--- src/rtl/icache.sv ---
// ----------------------------------------------------------------------------
// icache -- direct-mapped instruction cache, one 32-bit word per line.
//
// Sits between the IF stage and the memory controller's instruction port.
// Hits are returned one cycle after the request edge. A miss holds a fetch
// request (mem_req/mem_addr) until the memory controller hands back the word
// tagged with the matching PC; the line is then filled and the word returned.
//
// Ports:
//   clk, rst        clock, synchronous active-high reset
//   flush           invalidate every line, abandon any miss in flight
//   if_req, if_pc   fetch request from IF (held until if_valid or redirect)
//   if_valid        one-cycle pulse qualifying if_inst / if_inst_pc
//   if_inst         returned instruction word
//   if_inst_pc      word-aligned address of if_inst
//   mem_req         fetch request to memory controller (combinational)
//   mem_addr        fetch address to memory controller (registered)
//   mem_inst        word from memory controller
//   mem_pc          address tag of mem_inst
//   mem_done        memory port idle / just completed
//
// Optional build: define ICACHE_STATS_EN to add saturating counters
//   stat_hits (hit lookups) and stat_misses (miss entries, not redirects).
// ----------------------------------------------------------------------------
module icache #(
    parameter int INDEX_BITS = 6
) (
    input  logic        clk,
    input  logic        rst,
    input  logic        flush,
    input  logic        if_req,
    input  logic [31:0] if_pc,
    output logic        if_valid,
    output logic [31:0] if_inst,
    output logic [31:0] if_inst_pc,
    output logic        mem_req,
    output logic [31:0] mem_addr,
    input  logic [31:0] mem_inst,
    input  logic [31:0] mem_pc,
    input  logic        mem_done
`ifdef ICACHE_STATS_EN
    ,
    output logic [31:0] stat_hits,
    output logic [31:0] stat_misses
`endif
);

    localparam int LINES    = 1 << INDEX_BITS;
    localparam int TAG_BITS = 30 - INDEX_BITS;

    typedef enum logic {S_IDLE, S_MISS} state_t;

    // Storage
    logic [31:0]         data_q [LINES];
    logic [TAG_BITS-1:0] tag_q  [LINES];
    logic [LINES-1:0]    valid_q, valid_d;

    // Control / output registers
    state_t      state_q, state_d;
    logic        if_valid_q, if_valid_d;
    logic [31:0] if_inst_q, if_inst_d;
    logic [31:0] if_inst_pc_q, if_inst_pc_d;
    logic [31:0] miss_addr_q, miss_addr_d;
    logic        busy_seen_q, busy_seen_d;

    logic                  wr_en;
    logic                  hit_evt;
    logic                  miss_evt;
    logic                  fill_now;
    logic                  hit;
    logic [31:0]           pc_al;
    logic [INDEX_BITS-1:0] req_idx;
    logic [TAG_BITS-1:0]   req_tag;
    logic [INDEX_BITS-1:0] miss_idx;
    logic [TAG_BITS-1:0]   miss_tag;
    logic                  unused_pc_lsbs;

    assign unused_pc_lsbs = ^if_pc[1:0];

    assign pc_al    = {if_pc[31:2], 2'b00};
    assign req_idx  = if_pc[INDEX_BITS+1:2];
    assign req_tag  = if_pc[31:INDEX_BITS+2];
    assign miss_idx = miss_addr_q[INDEX_BITS+1:2];
    assign miss_tag = miss_addr_q[31:INDEX_BITS+2];
    assign hit      = valid_q[req_idx] && (tag_q[req_idx] == req_tag);

    // busy_seen guarantees the memory port has gone busy since this miss was
    // issued, so a done/pc pair left over from an earlier fetch of the same
    // address cannot be mistaken for our completion. IF must still be asking
    // for the same word, otherwise the result belongs to nobody.
    assign fill_now = (state_q == S_MISS) && mem_done && busy_seen_q &&
                      (mem_pc == miss_addr_q) && if_req && (pc_al == miss_addr_q);

    // Dropped in the fill cycle so the controller does not start a second fetch.
    assign mem_req    = (state_q == S_MISS) && !fill_now;
    assign mem_addr   = miss_addr_q;
    assign if_valid   = if_valid_q;
    assign if_inst    = if_inst_q;
    assign if_inst_pc = if_inst_pc_q;

    always_comb begin
        state_d      = state_q;
        valid_d      = valid_q;
        if_valid_d   = if_valid_q;
        if_inst_d    = if_inst_q;
        if_inst_pc_d = if_inst_pc_q;
        miss_addr_d  = miss_addr_q;
        busy_seen_d  = busy_seen_q;
        wr_en        = 1'b0;
        hit_evt      = 1'b0;
        miss_evt     = 1'b0;

        if (flush) begin
            valid_d    = '0;
            state_d    = S_IDLE;
            if_valid_d = 1'b0;
        end else begin
            case (state_q)
                S_IDLE: begin
                    if (if_valid_q) begin
                        // Previous word just delivered; give IF a cycle to move on.
                        if_valid_d = 1'b0;
                    end else if (if_req) begin
                        if (hit) begin
                            hit_evt      = 1'b1;
                            if_valid_d   = 1'b1;
                            if_inst_d    = data_q[req_idx];
                            if_inst_pc_d = pc_al;
                        end else begin
                            miss_evt    = 1'b1;
                            state_d     = S_MISS;
                            miss_addr_d = pc_al;
                            busy_seen_d = 1'b0;
                        end
                    end
                end
                S_MISS: begin
                    if_valid_d  = 1'b0;
                    busy_seen_d = busy_seen_q | ~mem_done;
                    if (fill_now) begin
                        wr_en             = 1'b1;
                        valid_d[miss_idx] = 1'b1;
                        if_valid_d        = 1'b1;
                        if_inst_d         = mem_inst;
                        if_inst_pc_d      = miss_addr_q;
                        state_d           = S_IDLE;
                    end else if (if_req && (pc_al != miss_addr_q)) begin
                        // Redirect: chase the new address straight from memory.
                        miss_addr_d = pc_al;
                        busy_seen_d = 1'b0;
                    end else if (!if_req) begin
                        state_d = S_IDLE;
                    end
                end
                default: state_d = S_IDLE;
            endcase
        end
    end

    always_ff @(posedge clk) begin
        if (rst) begin
            state_q      <= S_IDLE;
            valid_q      <= '0;
            if_valid_q   <= 1'b0;
            if_inst_q    <= '0;
            if_inst_pc_q <= '0;
            miss_addr_q  <= '0;
            busy_seen_q  <= 1'b0;
        end else begin
            state_q      <= state_d;
            valid_q      <= valid_d;
            if_valid_q   <= if_valid_d;
            if_inst_q    <= if_inst_d;
            if_inst_pc_q <= if_inst_pc_d;
            miss_addr_q  <= miss_addr_d;
            busy_seen_q  <= busy_seen_d;
        end
    end

    // Data/tag need no reset: valid_q gates every use.
    always_ff @(posedge clk) begin
        if (wr_en && !rst) begin
            data_q[miss_idx] <= mem_inst;
            tag_q[miss_idx]  <= miss_tag;
        end
    end

`ifdef ICACHE_STATS_EN
    logic [31:0] stat_hits_q, stat_hits_d;
    logic [31:0] stat_misses_q, stat_misses_d;

    always_comb begin
        stat_hits_d   = stat_hits_q;
        stat_misses_d = stat_misses_q;
        if (hit_evt && (stat_hits_q != 32'hFFFF_FFFF))
            stat_hits_d = stat_hits_q + 32'd1;
        if (miss_evt && (stat_misses_q != 32'hFFFF_FFFF))
            stat_misses_d = stat_misses_q + 32'd1;
    end

    always_ff @(posedge clk) begin
        if (rst) begin
            stat_hits_q   <= '0;
            stat_misses_q <= '0;
        end else begin
            stat_hits_q   <= stat_hits_d;
            stat_misses_q <= stat_misses_d;
        end
    end

    assign stat_hits   = stat_hits_q;
    assign stat_misses = stat_misses_q;
`else
    logic unused_evts;
    assign unused_evts = hit_evt ^ miss_evt;
`endif

endmodule

--- config.mk ---
export PLATFORM = sky130hd
export DESIGN_NAME = icache
export DESIGN_NICKNAME = d
export VERILOG_FILES = /design/src/rtl/icache.sv
export SDC_FILE = /design/constraint.sdc
export NUM_CORES = 2
export LEC_CHECK = 0
export ABC_CLOCK_PERIOD_IN_PS = 8800
export BUFFER_PORTS_ARGS = -buffer_cell sky130_fd_sc_hd__buf_2
export CORE_ASPECT_RATIO = 1.4
export CORE_MARGIN = 4
export CORE_UTILIZATION = 45
export DETAILED_ROUTE_END_ITERATION = 10
export SYNTH_ARGS = -nofsm -noshare
export SYNTH_HDL_FRONTEND = slang
export SYNTH_SLANG_ARGS = --single-unit
--- constraint.sdc ---
create_clock -name clk -period 8.8 [get_ports clk]
set_clock_uncertainty 0.2 [all_clocks]
set_input_delay 1.32 -clock clk [delete_from_list [all_inputs] [get_ports clk]]
set_output_delay 1.32 -clock clk [all_outputs]
set_load 0.01 [all_outputs]
* Word-level counts from Yosys, hierarchy flattened *
Memories as Yosys holds them, arrays and structs flattened.
Cells that the tools add are included.
Widths: inputs -> output; s select.

operators by class
  add/sub/neg operators = 0
  multiply operators = 0
  divide/modulo/power cells = 0
  $lt $le $gt $ge = 3
  eq/ne operators = 11
  shifts and indexed selects = 0
  mux-type cells = 42
  bitwise logic cells = 5
  reductions and logical operators = 17

operator list
  kind                number
  $mux 32             13
  $pmux 32 s2         3
  $eq 32x32->1        2
  $or 64x64->64       1
  $ne 32x32->1        1
  $eq 24x24->1        1
  $mux 1              21
  $lt 6x7->1 const B  2
  $logic_and 1x1->1   10
  $ne 2x2->1 const B  5
  $bmux 1 s6          1
  $demux 1 s6         1
  $ge 6x1->1 const B  1
  $pmux 1 s2          3
  $reduce_and 6->1    1
  $reduce_and 5->1    1
  $ne 2x1->1 const B  2
  $reduce_and 4->1    1
  $not 1->1           3
  $logic_not 1->1     2
  $reduce_and 2->1    1
  $reduce_or 2->1     1
  $or 1x1->1          1

word-level totals
  bits in registers = 163
  bits in latches = 0
  bits in writable memories = 3584
  memory bits (read-only) = 0
  bits of input ports = 101
  word-level logic and storage cells = 87
  memories = 2

memory list
  name    depth  bits a word  rd ports  clocked after memory_dff  write ports  line  source
  data_q  64     32           1         0                         1            54    logic [31:0] data_q [LINES];
  tag_q   64     24           1         0                         1            55    logic [TAG_BITS-1:0] tag_q [LINES];

* Depth between registers and ports, before layout *
  depth after elaboration = 11
  mapped depth = 19
  gate-level depth less buffers = 10

* Worst setup path after synthesis *
Ideal clock, no wire load.

  path kind = input -> register
  start point = in if_pc[3]
  end point = mem data_q[31][0], enable pin
  library setup time = 0.472 ns
  arrival time = 6.785 ns
  required time = 8.128 ns
  slack = 1.343 ns
  stages on the path = 15
  path buffers = 7
  cell sequence = buf_2 -> buf_6 -> buf_4 -> buf_4 -> buf_4 -> buf_4 -> buf_4 -> xnor2_1 -> nand4_1 -> nor4_1 -> nand4_1 -> or4_1 -> nor4b_2 -> nand3_1 -> nor2_1

between the ends
  word-level cells in the longest chain between the ends = 8

RTL lines
  element                       line  source
  start, declared               32    input logic [31:0] if_pc,
  $eq 32x32->1                  92    (mem_pc == miss_addr_q) && if_req && (pc_al == miss_addr_q);
  $logic_and 1x1->1             92
  $mux 1                        140   if (fill_now) begin
  $mux 1                        118   case (state_q)
  $mux 1                        113   if (flush) begin
  $logic_and 1x1->1             182   if (wr_en && !rst) begin
  $mux 1                        182
  $mux 1 (implied by the code)  183   data_q[miss_idx] <= mem_inst;
  end, declared                 54

No other way between the ends.

* Final worst setup path *
  start point = in if_pc[2]
  end point = mem tag_q[63][5] (netlist bit), enable pin

between the ends
  word-level cells in the longest chain between the ends = 8

RTL lines
  element                       line  source
  $eq 32x32->1                  92
  $logic_and 1x1->1             92
  $mux 1                        140
  $mux 1                        118
  $mux 1                        113
  $logic_and 1x1->1             182
  $mux 1                        182
  $mux 1 (implied by the code)  184   tag_q[miss_idx] <= miss_tag;
  end, declared                 55

No other way between the ends.

==> results.json <==
{
  "status": "complete, but fails checks",
  "violations": "DRC",
  "htree_levels": 5,
  "die_x_um": 488.7,
  "clockBufferDepth": 4,
  "async_reset_ff_share_pct": 0,
  "crit_chain": "buf_12 -> xnor2_1 -> nand4_1 -> nor4_1 -> nand4_1 -> or4_1 -> nor4b_2 -> nand3_1 -> nor2_4 -> buf_4",
  "r2r-start": "mem_addr[25]",
  "finalNetCount": 7065,
  "ir_worst_vdd_uv": 153.6,
  "clock-sinks": 3743,
  "multi_input_area_sq_um": 33300,
  "port_buffers": 192,
  "tightest_slew_ps": 1448,
  "ys_seq_elements": 3743,
  "dr_total_vias": 72780,
  "initial_utilization_pct": 45.30,
  "fmax_mhz": 155.2,
  "first_pass_iters": 8,
  "syn_area_sq_um": 145600,
  "cts_tree": "built",
  "grt_pass1_wl_um": 599900,
  "synth_warnings": 0,
  "io_pins": 199,
  "die_area_sq_um": 332800,
  "cp.arrival_ps": 6750,
  "swShare_pct": 21.03,
  "post_cts_buffers": 0,
  "cts-root-buf": "clkbuf_16",
  "hold_viol_final": 0,
  "clk_pin_slew_ps": 60,
  "wl_per_cell_um": 38.01,
  "path_common_cell": "nand4_1",
  "yosysUniqueCellTypes": 85,
  "routed_wl_um": 435700,
  "rsz0062_at_grt": "false",
  "nFillCells": 25090,
  "p_sw_w": 0.007642,
  "crit_type": "input pin to register",
  "cts.repair.resized": 0,
  "die_h_um": 681.0,
  "p_leak_nw": 54.19,
  "worst_path_max_delay_cell": "nor2_4",
  "cp-end-kind": "register",
  "start_kind": "input pin",
  "combPwrFrac_pct": 4.8,
  "hold_class": "register to register",
  "drive_gt1_share_pct": 29.78,
  "slowest_delay_ps": 1000,
  "ys_seq_area_share_pct": 76.12,
  "synth.avg_cell_area_sq_um": 22.41,
  "synth_ff_type": "edfxtp_1",
  "cp_max_fo": 95,
  "synth_top_area_share_pct": 73.93,
  "holdBufCountCts": 0,
  "grt_usage_pct": 26.05,
  "yosys-top-cells-area": "edfxtp_1 74%, mux4_2 15%, dfxtp_1 2.2%",
  "power_w": 0.03635,
  "fin_tns_setup_ps": 0,
  "syn_inst": 6495,
  "drc_errors": 1,
  "cts_buffers": 349,
  "rows": 246,
  "first_iter_violations": 9400,
  "ant_nets": 0,
  "avgViaCountPerCell": 6.348,
  "area_growth_pct": 13.01,
  "grt_pass1_vias": 73030,
  "gr-total-overflow": 0,
  "p_int_w": 0.02870,
  "register_area_sq_um": 110800,
  "post-route-min-period_ps": 6443,
  "clk_latency_ps": 900,
  "min_from": "valid_q[42]",
  "hpwl_um": 244000,
  "fin_crit_sh_pct": 73.21,
  "grt_max_degree": 132,
  "maxCapViolations": 0,
  "antenna_found_initial": 20,
  "slew_headroom_pct": 3.487,
  "p_per_area_nw_per_um2": 220.9,
  "gp_congestion": 0.8715,
  "clkPwrFrac_pct": 41.5,
  "core-area_sq_um": 321300,
  "finalMaxSlewViolations": 0,
  "synth_largest_area_cell": "edfxtp_1",
  "crit_start": "if_pc[2]",
  "synth_edf_count": 3584,
  "setup_viol_count_final": 0,
  "cp.required_ps": 9110,
  "p_seq_share_pct": 53.7
}
-- critical path, delay by kind of cell --
kind | cells | cell delay, ps
buffers and inverters | 2 | 1170
xor gates and xnor gates | 1 | 200
and+or+nand+nor | 7 | 3610
-- cell usage after synthesis, drive strengths merged, types with 8 or more instances --
library cell  number
a221oi            14
dfxtp            159
nand2b            74
mux2              86
and2              14
xor2              38
nor2b             96
nor4              18
buf              241
o22ai             32
mux2i            289
a22oi             72
nor3              20
xnor2             37
nor2             161
clkbuf           118
nand4             20
nand3             40
a21oi             39
mux4             991
a211oi            18
a22o              11
o21ai             25
edfxtp          3584
a21o              66
nand2             90
a32oi              8
-- metrics by stage --
step | instance area [sq um] | setup WS, ps | hold WS [ps] | util (%) | std cells
after global routing | 164500 | 2225 | 258.6 | 51.19 | 11450
final | 164500 | 2357 | 248.8 | 51.19 | 11460
after CTS | 164500 | 2390 | 247.7 | 51.18 | 11450
after detailed placement | 153300 | 1425 | 233.5 | 47.71 | 10830
after floorplan | 145600 | 1343 | 221.0 | - | 6498
after global placement | 153300 | 1389 | 227.2 | 47.71 | 10830
-- path summary, 6_finish.rpt --
check	cells past startpoint	endpoint	slack, ps
min	1	valid_q[42]	250
max reg2reg	10	tag_q[63][5]	2480
min reg2reg	1	valid_q[42]	250
max	10	tag_q[63][5]	2360
-- cell type report --
class                   instances  share of cell area, %
clock buffers                 432                  5.640
repair buffers                474                  2.336
multi-input cells            2388                  20.24
inverters                       8                0.02434
flip-flops and latches       3743                  67.38
clock inverters               188                  1.153
well taps                    4216                  3.207
diodes                         15                0.02282
-- cell usage in the layout (no fill, tap or decap), types with 36 or more instances in the layout --
cell       Yosys  layout
xor2_1        38      38
buf_12         2      58
bufinv_16      0      36
a21o_1        66      66
mux2_4        60      60
buf_4         26     228
nand3_1       40      40
nor2_1       161      96
a21oi_1       39      39
nand2b_1      74      74
mux2i_1      289     289
dfxtp_1      159     134
clkinv_2       0      61
nor2_4         0      65
edfxtp_1    3584    3584
xnor2_1       37      37
clkbuf_16      0     359
nor2b_1       96      96
mux4_2       990     990
clkinv_1       1      61
a22oi_1       72      72
clkbuf_1     118      71
nand2_1       90      90
buf_2        121     185
-- metal layers --
metal  routed length [um]  part of all wire, %  GRT usage [%]  vias to the layer above
met5                   42               0.0096              0                        -
met3                34820                  8.0          4.252                      778
met4                19050                  4.4          10.04                        8
met1               158300                   36          33.44                    39920
met2               223500                   51          44.65                     3729
li1                     -                    -              -                    28350
-- state kept, by name, indices dropped and copies added, names as in the netlist --
| signal | cells |
|---|---|
| busy_seen_q | 1 |
| data_q | 2048 |
| if_inst | 32 |
| if_inst_pc | 30 |
| if_valid | 1 |
| mem_addr | 30 |
| state_q | 1 |
| tag_q | 1536 |
| valid_q | 64 |
-- kinds of logic (layout without fill, tap and decap cells) --
group,count (synthesis),count (layout),synth area share [%]
multiplexers,1366,1366,18.14
AND/OR/NAND/NOR,588,588,2.129
other,1,19,0.002576
flip-flops,3743,3743,76.12
XOR/XNOR,75,75,0.4513
buffers and inverters,367,1102,1.364
AO/OA/AOI/OAI,355,355,1.790
-- power groups by stage --
stage	Combinational, W	Sequential, W	Clock, W
after floorplan	0.000997	0.0199	0
after global placement	0.00171	0.0199	0
after detailed placement	0.00174	0.0199	0
after CTS	0.00175	0.0195	0.0153
after global routing	0.00183	0.0195	0.0161
final	0.00174	0.0195	0.0151
Note: power is estimated with default switching activity, not from simulation.
